==> config.mk <==
export PLATFORM = sky130hd
export DESIGN_NAME = usb_tx_sequencer
export DESIGN_NICKNAME = d
export VERILOG_FILES = /design/src/rtl/usb_tx_sequencer_pkg.sv /design/src/rtl/usb_tx_byte_counter.sv /design/src/rtl/usb_tx_sequencer.sv
export SDC_FILE = /design/constraint.sdc
export NUM_CORES = 1
export LEC_CHECK = 0
export ABC_AREA = 1
export CAP_MARGIN = 20
export CORE_MARGIN = 10
export CORE_UTILIZATION = 28
export CTS_CLUSTER_DIAMETER = 50
export DETAILED_ROUTE_END_ITERATION = 10
export REMOVE_ABC_BUFFERS = 1
export SYNTH_ARGS = -nofsm -noshare
export SYNTH_HDL_FRONTEND = slang
export SYNTH_SLANG_ARGS = --single-unit
==> constraint.sdc <==
create_clock -name clk -period 1.95 [get_ports clk]
set_input_delay 0.195 -clock clk [delete_from_list [all_inputs] [get_ports clk]]
set_output_delay 0.195 -clock clk [all_outputs]
set_load 0.1 [all_outputs]
==> src/rtl/usb_tx_sequencer_pkg.sv <==
// Shared encodings for the USB transmit sequencer: piso phase codes,
// packet command codes and sequencer state encoding.
package usb_tx_sequencer_pkg;

  localparam int REQ_TYPE_W = 3;

  typedef enum logic [REQ_TYPE_W-1:0] {
    REQ_SYNC         = 3'd0,
    REQ_PID_READ     = 3'd1,
    REQ_READ_ADDRESS = 3'd2,
    REQ_PASS_THROUGH = 3'd3,
    REQ_PID_ACK      = 3'd4,
    REQ_PID_NAK      = 3'd5
  } req_type_e;

  typedef enum logic [1:0] {
    CMD_IN   = 2'd0,
    CMD_ACK  = 2'd1,
    CMD_NAK  = 2'd2,
    CMD_DATA = 2'd3
  } cmd_type_e;

  typedef enum logic [2:0] {
    ST_IDLE = 3'd0,
    ST_SYNC = 3'd1,
    ST_PID  = 3'd2,
    ST_ADDR = 3'd3,
    ST_DATA = 3'd4,
    ST_GAP  = 3'd5
  } seq_state_e;

  function automatic req_type_e pid_for_cmd(input cmd_type_e c);
    case (c)
      CMD_ACK: pid_for_cmd = REQ_PID_ACK;
      CMD_NAK: pid_for_cmd = REQ_PID_NAK;
      default: pid_for_cmd = REQ_PID_READ;
    endcase
  endfunction

endpackage

==> src/rtl/usb_tx_byte_counter.sv <==
// Counts piso_data_last pulses within one phase; terminal fires on the pulse
// that completes the target byte count. The counter never wraps.
module usb_tx_byte_counter #(
  parameter int W = 6
) (
  input  logic         clk,
  input  logic         rst,
  input  logic         clear_i,
  input  logic         tick_i,
  input  logic [W-1:0] target_i,
  output logic         terminal_o
);

  logic [W-1:0] cnt_q;

  always_ff @(posedge clk) begin
    if (!rst || clear_i) begin
      cnt_q <= '0;
    end else if (tick_i) begin
      cnt_q <= cnt_q + W'(1);
    end
  end

  assign terminal_o = tick_i && (cnt_q == target_i - W'(1));

endmodule

==> src/rtl/usb_tx_sequencer.sv <==
// USB transmit packet sequencer driving the piso phase-request interface.
// Optional per-phase watchdog enabled by defining USB_TX_SEQ_TIMEOUT_EN.
module usb_tx_sequencer
  import usb_tx_sequencer_pkg::*;
#(
  parameter int LEN_WIDTH      = 6,
  parameter int IPG_CYCLES     = 16,
  parameter int TIMEOUT_CYCLES = 1024
) (
  input  logic                  clk,
  input  logic                  rst,
  input  logic                  cmd_valid,
  output logic                  cmd_ready,
  input  logic [1:0]            cmd_type,
  input  logic [LEN_WIDTH-1:0]  cmd_len,
  input  logic                  abort,
  input  logic                  piso_data_last,
  output logic                  request_serial_data,
  output logic [REQ_TYPE_W-1:0] request_serial_data_type,
  output logic                  busy,
  output logic                  done,
  output logic                  error
);

  localparam int GAP_W = (IPG_CYCLES > 0) ? $clog2(IPG_CYCLES + 1) : 1;

  seq_state_e           state_q;
  req_type_e            rtype_q;
  cmd_type_e            typ_q;
  logic [LEN_WIDTH-1:0] len_q;
  logic [GAP_W-1:0]     gap_q;
  logic                 req_q, busy_q, done_q, ready_q;

  logic                 phase_active, accept, terminal, timeout;
  logic [LEN_WIDTH-1:0] target;
  seq_state_e           succ_st;
  req_type_e            succ_type;

  assign phase_active = (state_q == ST_SYNC) || (state_q == ST_PID) ||
                        (state_q == ST_ADDR) || (state_q == ST_DATA);
  assign accept       = (state_q == ST_IDLE) && ready_q && cmd_valid;

  always_comb begin
    target    = LEN_WIDTH'(1);
    succ_st   = ST_GAP;
    succ_type = REQ_SYNC;
    case (state_q)
      ST_SYNC: begin
        if (typ_q != CMD_DATA) begin
          succ_st   = ST_PID;
          succ_type = pid_for_cmd(typ_q);
        end else if (len_q != '0) begin
          succ_st   = ST_DATA;
          succ_type = REQ_PASS_THROUGH;
        end
      end
      ST_PID: begin
        if (typ_q == CMD_IN) begin
          succ_st   = ST_ADDR;
          succ_type = REQ_READ_ADDRESS;
        end
      end
      ST_ADDR: target = LEN_WIDTH'(2);
      ST_DATA: target = len_q;
      default: ;
    endcase
  end

  usb_tx_byte_counter #(.W(LEN_WIDTH)) u_byte_counter (
    .clk        (clk),
    .rst        (rst),
    .clear_i    (!phase_active || terminal || abort || timeout),
    .tick_i     (phase_active && piso_data_last),
    .target_i   (target),
    .terminal_o (terminal)
  );

`ifdef USB_TX_SEQ_TIMEOUT_EN
  localparam int WD_W = $clog2(TIMEOUT_CYCLES + 1);
  logic [WD_W-1:0] wd_q;
  logic            err_q;

  assign timeout = phase_active && !abort && !piso_data_last &&
                   (wd_q == WD_W'(TIMEOUT_CYCLES - 1));

  // Watchdog restarts on phase entry (it is held clear outside active phases) and on every byte.
  always_ff @(posedge clk) begin
    if (!rst || !phase_active || piso_data_last || abort || timeout) begin
      wd_q <= '0;
    end else begin
      wd_q <= wd_q + WD_W'(1);
    end
    err_q <= rst && timeout;
  end

  assign error = err_q;
`else
  assign timeout = 1'b0;
  assign error   = 1'b0;
`endif

  // Command fields are plain data; only captured on accept.
  always_ff @(posedge clk) begin
    if (accept) begin
      typ_q <= cmd_type_e'(cmd_type);
      len_q <= cmd_len;
    end
  end

  always_ff @(posedge clk) begin
    if (!rst) begin
      state_q <= ST_IDLE;
      rtype_q <= REQ_SYNC;
      req_q   <= 1'b0;
      busy_q  <= 1'b0;
      done_q  <= 1'b0;
      ready_q <= (IPG_CYCLES == 0);
      gap_q   <= GAP_W'(IPG_CYCLES);
    end else begin
      done_q <= 1'b0;
      case (state_q)
        ST_IDLE: begin
          if (gap_q != '0) begin
            gap_q   <= gap_q - GAP_W'(1);
            ready_q <= (gap_q == GAP_W'(1));
          end else if (accept) begin
            state_q <= ST_SYNC;
            rtype_q <= REQ_SYNC;
            req_q   <= 1'b1;
            busy_q  <= 1'b1;
            ready_q <= 1'b0;
          end
        end
        ST_GAP: begin
          if (gap_q == '0) begin
            state_q <= ST_IDLE;
            ready_q <= 1'b1;
          end else begin
            gap_q <= gap_q - GAP_W'(1);
          end
        end
        default: begin
          // abort outranks timeout, which outranks a terminal byte
          if (abort || timeout || (terminal && succ_st == ST_GAP)) begin
            state_q <= ST_GAP;
            rtype_q <= REQ_SYNC;
            req_q   <= 1'b0;
            busy_q  <= 1'b0;
            gap_q   <= GAP_W'(IPG_CYCLES);
            done_q  <= !abort && !timeout;
          end else if (terminal) begin
            state_q <= succ_st;
            rtype_q <= succ_type;
          end
        end
      endcase
    end
  end

  assign cmd_ready                = ready_q;
  assign request_serial_data      = req_q;
  assign request_serial_data_type = rtype_q;
  assign busy                     = busy_q;
  assign done                     = done_q;

endmodule

# Yosys cells after proc, flatten, opt, wreduce, memory -nomap -nowiden
# Index checks and enable logic that the tools add are counted.
dict set report totals {
  ff_bits 28
  input_bits 13
  output_inout_bits 8
}
dict set report op_classes {
  add_sub_neg 3
  n_eq_ne 17
  n_mux 33
  bitwise_logic 3
  n_reduce_logical 31
}
# operator n
set op_table {}
lappend op_table {{two-way mux 3 bit} 12}
lappend op_table {{one-hot mux 3 bit (2 select lines)} 5}
lappend op_table {{two-way mux 5 bit} 3}
lappend op_table {{one-hot mux 6 bit (2 select lines)} 1}
lappend op_table {{AND reduction 4 bit} 3}
lappend op_table {{inequality test 2 bit, second input constant} 5}
lappend op_table {{one-hot mux 5 bit (2 select lines)} 1}
lappend op_table {{== test 3 bit, second input constant} 3}
lappend op_table {{logical OR 1 bit} 7}
lappend op_table {{two-way mux 1 bit} 7}
lappend op_table {{adder 6 x 1 -> 6 bit, second input constant} 1}
lappend op_table {{== test 3 x 2 -> 1 bit, second input constant} 2}
lappend op_table {{== test 6 bit} 1}
lappend op_table {{AND reduction 3 bit} 2}
lappend op_table {{nonzero test 3 bit} 2}
lappend op_table {{nonzero test 6 bit} 1}
lappend op_table {{subtractor 6 x 1 -> 6 bit, second input constant} 1}
lappend op_table {{== test 5 x 1 -> 1 bit, second input constant} 1}
lappend op_table {{logical AND 1 bit} 5}
lappend op_table {{zero test 5 bit} 1}
lappend op_table {{nonzero test 5 bit} 1}
lappend op_table {{subtractor 5 x 1 -> 5 bit, second input constant} 1}
lappend op_table {{two-way mux 2 bit} 2}
lappend op_table {{one-hot mux 1 bit (2 select lines)} 2}
lappend op_table {{other kinds (12)} 17}

# Depth between registers and ports, before layout
# Gate-level depths: netlist of the first run.
dict set report depth {
  depth_word 10
  depth_mapped 18
  mapped_depth_nobuf 18
}

# By module
# From an unflattened synthesis of the first run, not the netlist that was laid out.
dict set report unflattened {
  cells_unflattened 247
  hier_area_um2 1840.5
}
# mod instances cells_per_inst area_each_um2
set modules_own_cells {}
lappend modules_own_cells {usb_tx_sequencer 1 163 1347.5}
lappend modules_own_cells {usb_tx_byte_counter 1 84 493.0}

# Least setup slack after synthesis of the first run
# OpenSTA, ideal clock, no wires.
dict set report synth_timing {
  path_type {register to register}
  startpoint {reg ready_q (netlist: cmd_ready)}
  endpoint {reg state_q[0]}
  arrival_time_ns 2.169
  setup_slack_ns -0.332
  path_stages_with_launch 8
  n_path_buf 0
  synth_period_minus_slack_ns 2.282
  path_cell_list {dfxtp_1 -> nand2_1 -> nor2_1 -> nor2_1 -> a21oi_1 -> o21ai_4 -> nor2_1 -> nor2_1}
}
dict set report synth_between {
  elab_chain_len 4
}
# element line
set synth_rtl {}
lappend synth_rtl {{from (decl)} usb_tx_sequencer.sv:32} ;# logic req_q, busy_q, done_q, ready_q;
lappend synth_rtl {{from (signal assigned)} usb_tx_sequencer.sv:117} ;# ready_q <= (IPG_CYCLES == 0);
lappend synth_rtl {{from (signal assigned)} usb_tx_sequencer.sv:125} ;# ready_q <= (gap_q == GAP_W'(1));
lappend synth_rtl {{logical AND 1 bit (2 in series)} usb_tx_sequencer.sv:41} ;# assign accept = (state_q == ST_IDLE) && ready_q && cmd_valid;
lappend synth_rtl {{net accept} usb_tx_sequencer.sv:34} ;# logic phase_active, accept, terminal, timeout;
lappend synth_rtl {{inequality test 2 bit (no source line)} n/a}
lappend synth_rtl {{AND reduction 4 bit (no source line)} n/a}
lappend synth_rtl {{to (signal assigned)} usb_tx_sequencer.sv:152} ;# state_q <= succ_st;
lappend synth_rtl {{to (decl)} usb_tx_sequencer.sv:27} ;# seq_state_e state_q;
# The timed path passes the listed nets, and every way through them passes these cells.
# A chain may end at the register's enable or synchronous reset.

# Worst setup path after layout of the first run
dict set report layout_timing {
  startpoint {reg state_q[1]}
  endpoint {reg state_q[2]}
}
dict set report layout_between {
  elab_chain_len 10
  elab_cells_between_ends 28
  classes_between {add/sub (1); eq/ne (10); mux (5); reduce/logical (12)}
}
# element
set layout_rtl {}
lappend layout_rtl {{parallel branches: the longest is 10 deep, another holds subtractor 6 x 1 -> 6 bit}}
# Several ways; the timed one is not identified. The select of a mux whose other input is x is not followed.

==> results of run 1 <==
==> cell type report <==
| type | instances | area share, % |
|---|---|---|
| well taps | 75 | 3.98 |
| clock inverters | 1 | 1.27 |
| repair buffers | 39 | 13.7 |
| flip-flops and latches | 28 | 27.7 |
| inverters | 36 | 5.84 |
| multi-input cells | 181 | 45.8 |
| clock buffers | 3 | 1.75 |
==> power breakdown <==
part           switching (uW)  internal, uW  leakage, uW
sequential               47.0           658     0.000237
clock                     202           276    0.0000357
combinational             285           208     0.000760
==> worst paths after layout <==
kind | depth (start not counted) | end | startpoint
worst min-delay path | 1 | len_q[1] | cmd_len[1]
worst max-delay path | 13 | state_q[2] | state_q[1]
worst max register to register | 13 | state_q[2] | state_q[1]
worst min register to register | 2 | request_serial_data_type[0] | request_serial_data_type[0]
==> Yosys cell counts (all sizes together) <==
library cell	instances	area [sq um]
a21oi	16	80.1
inv	35	131
xor2	1	8.76
edfxtp	8	240
nor2	27	114
nand4	9	62.6
buf	3	22.5
nand2	72	290
nor3	7	40.0
xnor2	3	26.3
ha	8	100
a31oi	1	6.26
nand3	26	140
conb	1	3.75
clkinv	1	3.75
dfxtp	20	400
o21ai	5	40.0
o22ai	1	6.26
or2	4	25.0
==> per-stage QoR <==
| step | area, sq um | hold WS, ns |
|---|---|---|
| 2_1_floorplan | 1720 | 0.273 |
| 3_3_place_gp | 2090 | 0.459 |
| 3_5_place_dp | 2090 | 0.462 |
| 4_1_cts | 2270 | 0.454 |
| 5_1_grt | 2360 | 0.449 |
| 6_report | 2360 | 0.457 |
==> metal layers <==
| layer | global-route usage (%) | vias to the layer above | part of all wire, % |
|---|---|---|---|
| met5 | 0 | - | 0 |
| met4 | 2.65 | 0 | 2.5 |
| met3 | 1.33 | 9 | 3.6 |
| met2 | 14.4 | 25 | 47 |
| met1 | 10.4 | 734 | 47 |
| li1 | - | 881 | - |
==> state kept, by name (all words and copies together) (netlist names) <==
register	flops
typ_q	2
state_q	3
busy	1
cmd_ready	1
gap_q	5
len_q	6
done	1
request_serial_data_type	3
u_byte_counter.cnt_q	6
==> logic make-up after synthesis <==
group           synth area share (%)
compound gates                  7.62
xor+xnor                        2.01
fa+ha+maj                       5.75
buf+inv                         9.05
flops                           36.8
other cells                    0.215
simple gates                    38.6
==> timing repair <==
item | 4_1_cts | 5_1_grt
buffers inserted | 4 | 2
pin swaps | 10 | 6
endpoints found under the hold margin | 0 | 0
hold buffers | 0 | 0
gates resized for setup | 20 | 20
setup endpoints to repair | 19 | 20
==> out/qor.yml, run 1 <==
critical_path:
  critPathRequiredTime_ns: 2.14
  path_delay_family: "simple AND/OR/NAND/NOR gates"
  r2r_setup_slack_ns: -0.05
  cpMaxStageDelayCell: "dfxtp_4"
  critical_path_class: "reg -> reg"
  crit_path_end_kind: "flip-flop"
  crit_fanout: 4
  startpoint_type: "flip-flop"
  path_cells: "nor2_4, nand3_2, nand2_4, ha_4, xnor2_2, nor2_2, nand2_2, nor2_4, nand4_4, nand4_1, nand3_2, nand2_2, nor2_2"
  cp.buffers_inverters: 0
  cpPeakStageDelay_ns: 0.38
  crit_arrival_ns: 2.18
grt:
  antenna_found_initial: 0
  overflow: 0
  grt_max_degree: 17
  grt_pass1_wl_um: 7050
  grt_pass1_vias: 1569
  track_usage_pct: 8.38
synthesis:
  syn-cell-area_sq_um: 1740
  synthCells: 248
  yosysWarnings: 0
  synth-seq-area-share_pct: 36.8
  synth_seq_cells: 28
  synthDistinctLibCells: 29
  avgSynthCellArea_sq_um: 7.02
sta:
  timing.final.crit_share_pct: 102
  slew_violations: 0
  fmax_mhz: 501
  hold_viol: 0
  min_period_ns: 2.00
  setup_ws_ns: -0.0470
  finalSetupViolCount: 13
  fin_setup_tns_ns: -0.221
  fin_worst_skew_ns: 0.00140
  rsz0062_at_grt: "true"
route:
  num_vias: 1649
  drt-total-wl_um: 4170
  avgViaCountPerCell: 4.54
  drc: 0
  wl_per_cell_um: 11.5
  dr.pass1.iters: 4
  ant_nets: 0
  drtIter0Drc: 97
power_and_ir_drop:
  power_uw: 1670
  power_density_nw_per_um2: 711
  p_leak_uw: 0.00103
  ir_worst_vdd_mv: 0.589
die:
  io_pins: 21
  dieArea_sq_um: 9780
  die_y_um: 98.9
  core-area_sq_um: 5990
  num_rows: 28
  die_w_um: 98.9
  start_util_pct: 29.1
cells_and_area:
  diodes: 0
  nFillCells: 640
  final_common_cell: "nand2_1"
  area_growth_pct: 35.3
  nets: 310
  regArea_sq_um: 652
  fin_cells: 363
  final_cell_mix: "nand2_1, inv_1, buf_4, nor2_1, nand3_1"
  drive_above_1_share_pct: 27.4
  multi_input_area_sq_um: 1080
  fin_util_pct: 39.3
job:
  drv_cap: 0
placement:
  dp_slack_ns: -0.235
  placedCellCount: 353
  routabilityCongestion: 0.885
  post-dp-hpwl_um: 3150
  io_buffers: 19
clock_tree:
  clock_latency_ns: 0.28
  cts.sinks: 28
  cts_root_buffer: "clkbuf_8"
  cts_buffers: 3
  clk_path_buf_depth: 2
  path_clk_slew_ns: 0.10
  cts_tree: "done"
  cts_max_level: 1
worst_hold_path:
  hold_class: "in -> reg"
status:
  violations: "setup timing"
  outcome: "complete, but fails checks"
Note: power is estimated with default switching activity, not from simulation.
==> inputs of run 2 (changes only) <==
Settings changed: CORE_MARGIN 10 to 4.
==> out/qor.yml, run 2 (synthesis results as in run 1) <==
status:
  outcome: "complete, but fails checks"
  violations: "setup timing"
grt:
  overflow: 0
  antenna_found_initial: 0
  gr-usage-met1_pct: 14.2
  track_usage_pct: 11.1
  busiest_layer: "met2"
  grt_max_degree: 16
  met2_usage_pct: 18.8
  grt_pass1_wl_um: 6830
  met3_usage_pct: 1.61
  grt_pass1_vias: 1557
cells_and_area:
  final_common_cell: "nand2_1"
  regArea_sq_um: 652
  nFillCells: 612
  multi_input_area_sq_um: 1060
  nets: 306
  final_cell_mix: "nand2_1, inv_1, buf_4, nor2_1, nand3_1"
  top_regs: "len_q (6), u_byte_counter.cnt_q (6), gap_q (5)"
  fin_cells: 359
  drive_above_1_share_pct: 25.4
  area_growth_pct: 31.1
  diodes: 0
critical_path:
  r2r_end: "gap_q[4]"
  worst-r2r-cell-count: 13
  startpoint_type: "flip-flop"
  critPathRequiredTime_ns: 2.11
  crit_arrival_ns: 2.17
  reg2reg_from: "state_q[1]"
  crit_path_end_kind: "flip-flop"
  r2r_setup_slack_ns: -0.06
  critPathCapture: "gap_q[4]"
  critical_path_class: "reg -> reg"
  crit_fanout: 5
  cp-startpoint: "state_q[1]"
die:
  dieArea_sq_um: 7550
  core-area_sq_um: 5990
  start_util_pct: 29.1
  io_pins: 21
  die_w_um: 86.9
  die_y_um: 86.9
  num_rows: 28
sta:
  slew_violations: 0
  hold_viol: 0
  finalSetupViolCount: 10
  timing.final.crit_share_pct: 103
  rsz0062_at_grt: "true"
  setup_ws_ns: -0.0591
  fin_worst_skew_ns: 0.00484
  fmax_mhz: 498
  min_period_ns: 2.01
  whs_ns: 0.463
clock_tree:
  holdBufCountCts: 0
  path_clk_slew_ns: 0.10
  cts_buffers: 3
  cts.sinks: 28
  cts_root_buffer: "clkbuf_8"
  cts_max_level: 1
  clk_path_buf_depth: 2
  clock_latency_ns: 0.28
  cts_tree: "done"
route:
  wl_per_cell_um: 11.0
  ant_nets: 0
  drc: 0
  avgViaCountPerCell: 4.60
  drt-total-wl_um: 3950
  num_vias: 1650
  dr.pass1.iters: 4
  drtIter0Drc: 50
placement:
  routabilityCongestion: 0.844
  io_buffers: 19
  post-dp-hpwl_um: 3030
  placedCellCount: 350
power_and_ir_drop:
  p_leak_uw: 0.000992
  power_switching_share_pct: 34.1
  pwr-share-seq_pct: 46.3
  comb_power_share_pct: 32.6
  internal_power_uw: 1010
  p_clk_share_pct: 21.1
  ir_worst_vdd_mv: 0.569
  p_switching_uw: 523
  power_density_nw_per_um2: 670
worst_hold_path:
  min_from: "cmd_len[0]"
  hold_class: "in -> reg"
job:
  drv_cap: 0
-- run 2: cell types whose count changed in the layout (fill, tap and decap cells not counted) --
cell / previous run / this run
nor2_1: 21 / 22
buf_4: 27 / 23
nand2_2: 14 / 13
xnor2_1: 2 / 3
a21oi_1: 15 / 14
bufinv_16: 1 / 0
inv_2: 2 / 3
inv_4: 1 / 0
xnor2_2: 1 / 0
nor2_4: 3 / 2
a21oi_2: 1 / 2
clkinv_1: 1 / 2
nand2_1: 54 / 55
-- run 2: final cells by class --
class	instances	area share, %
multi-input cells	181	46.6
flip-flops and latches	28	28.5
repair buffers	35	12.8
inverters	36	5.92
well taps	75	4.11
clock buffers	3	1.81
clock inverters	1	0.164
-- run 2: how the worst min path moves through the flow --
stage,slack [ns],end,cells after the start
after floorplan,0.27,done,1
after global placement,0.46,request_serial_data_type[0],2
after detailed placement,0.46,request_serial_data_type[0],2
after CTS,0.46,len_q[0],1
after global routing,0.45,len_q[3],1
final,0.46,len_q[0],1
-- run 2: worst max-delay path: stages, from the launching register on --
cell and delay [ns]:
dfxtp_4 0.38, nor2_4 0.14, nand3_2 0.11, nand2_2 0.12, ha_4 0.21, xnor2_1 0.13, nor2_2 0.09, nand2_2 0.07
nor2_4 0.12, nand4_4 0.16, nand3_2 0.14, nand2_4 0.08, nand2_1 0.08, nand3_1 0.06
-- run 2: per-stage QoR --
stage | total power, uW | instance area, sq um | utilization (%) | setup TNS (ns) | setup WS, ns
floorplan | 1080 | 1720 | - | -2.75 | -0.332
global placement | 1190 | 2070 | 34.5 | -1.41 | -0.147
detailed placement | 1200 | 2070 | 34.5 | -3.36 | -0.273
CTS | 1540 | 2220 | 37.1 | -0.423 | -0.0679
global route | 1640 | 2280 | 38.1 | -3.15 | -0.241
finish | 1530 | 2280 | 38.1 | -0.393 | -0.0591
-- run 2: layer usage --
| layer | wire, um | vias up |
|---|---|---|
| met5 | 0 | - |
| met4 | 96 | 0 |
| met3 | 111 | 9 |
| met2 | 1950 | 24 |
| li1 | - | 869 |
| met1 | 1790 | 748 |
-- run 2: repair_timing --
| action | in CTS | in global routing |
|---|---|---|
| buffers inserted | 4 | 1 |
| pin swaps | 12 | 2 |
| endpoints found under the setup margin | 19 | 20 |
| gates resized for setup | 20 | 15 |
-- run 2: power groups by stage --
stage / registers, uW / logic [uW] / clock network [uW]
4_1_cts: 708 / 492 / 343
3_3_place_gp: 722 / 467 / 0
2_1_floorplan: 755 / 327 / 0
5_1_grt: 719 / 563 / 361
6_report: 708 / 499 / 324
3_5_place_dp: 720 / 477 / 0
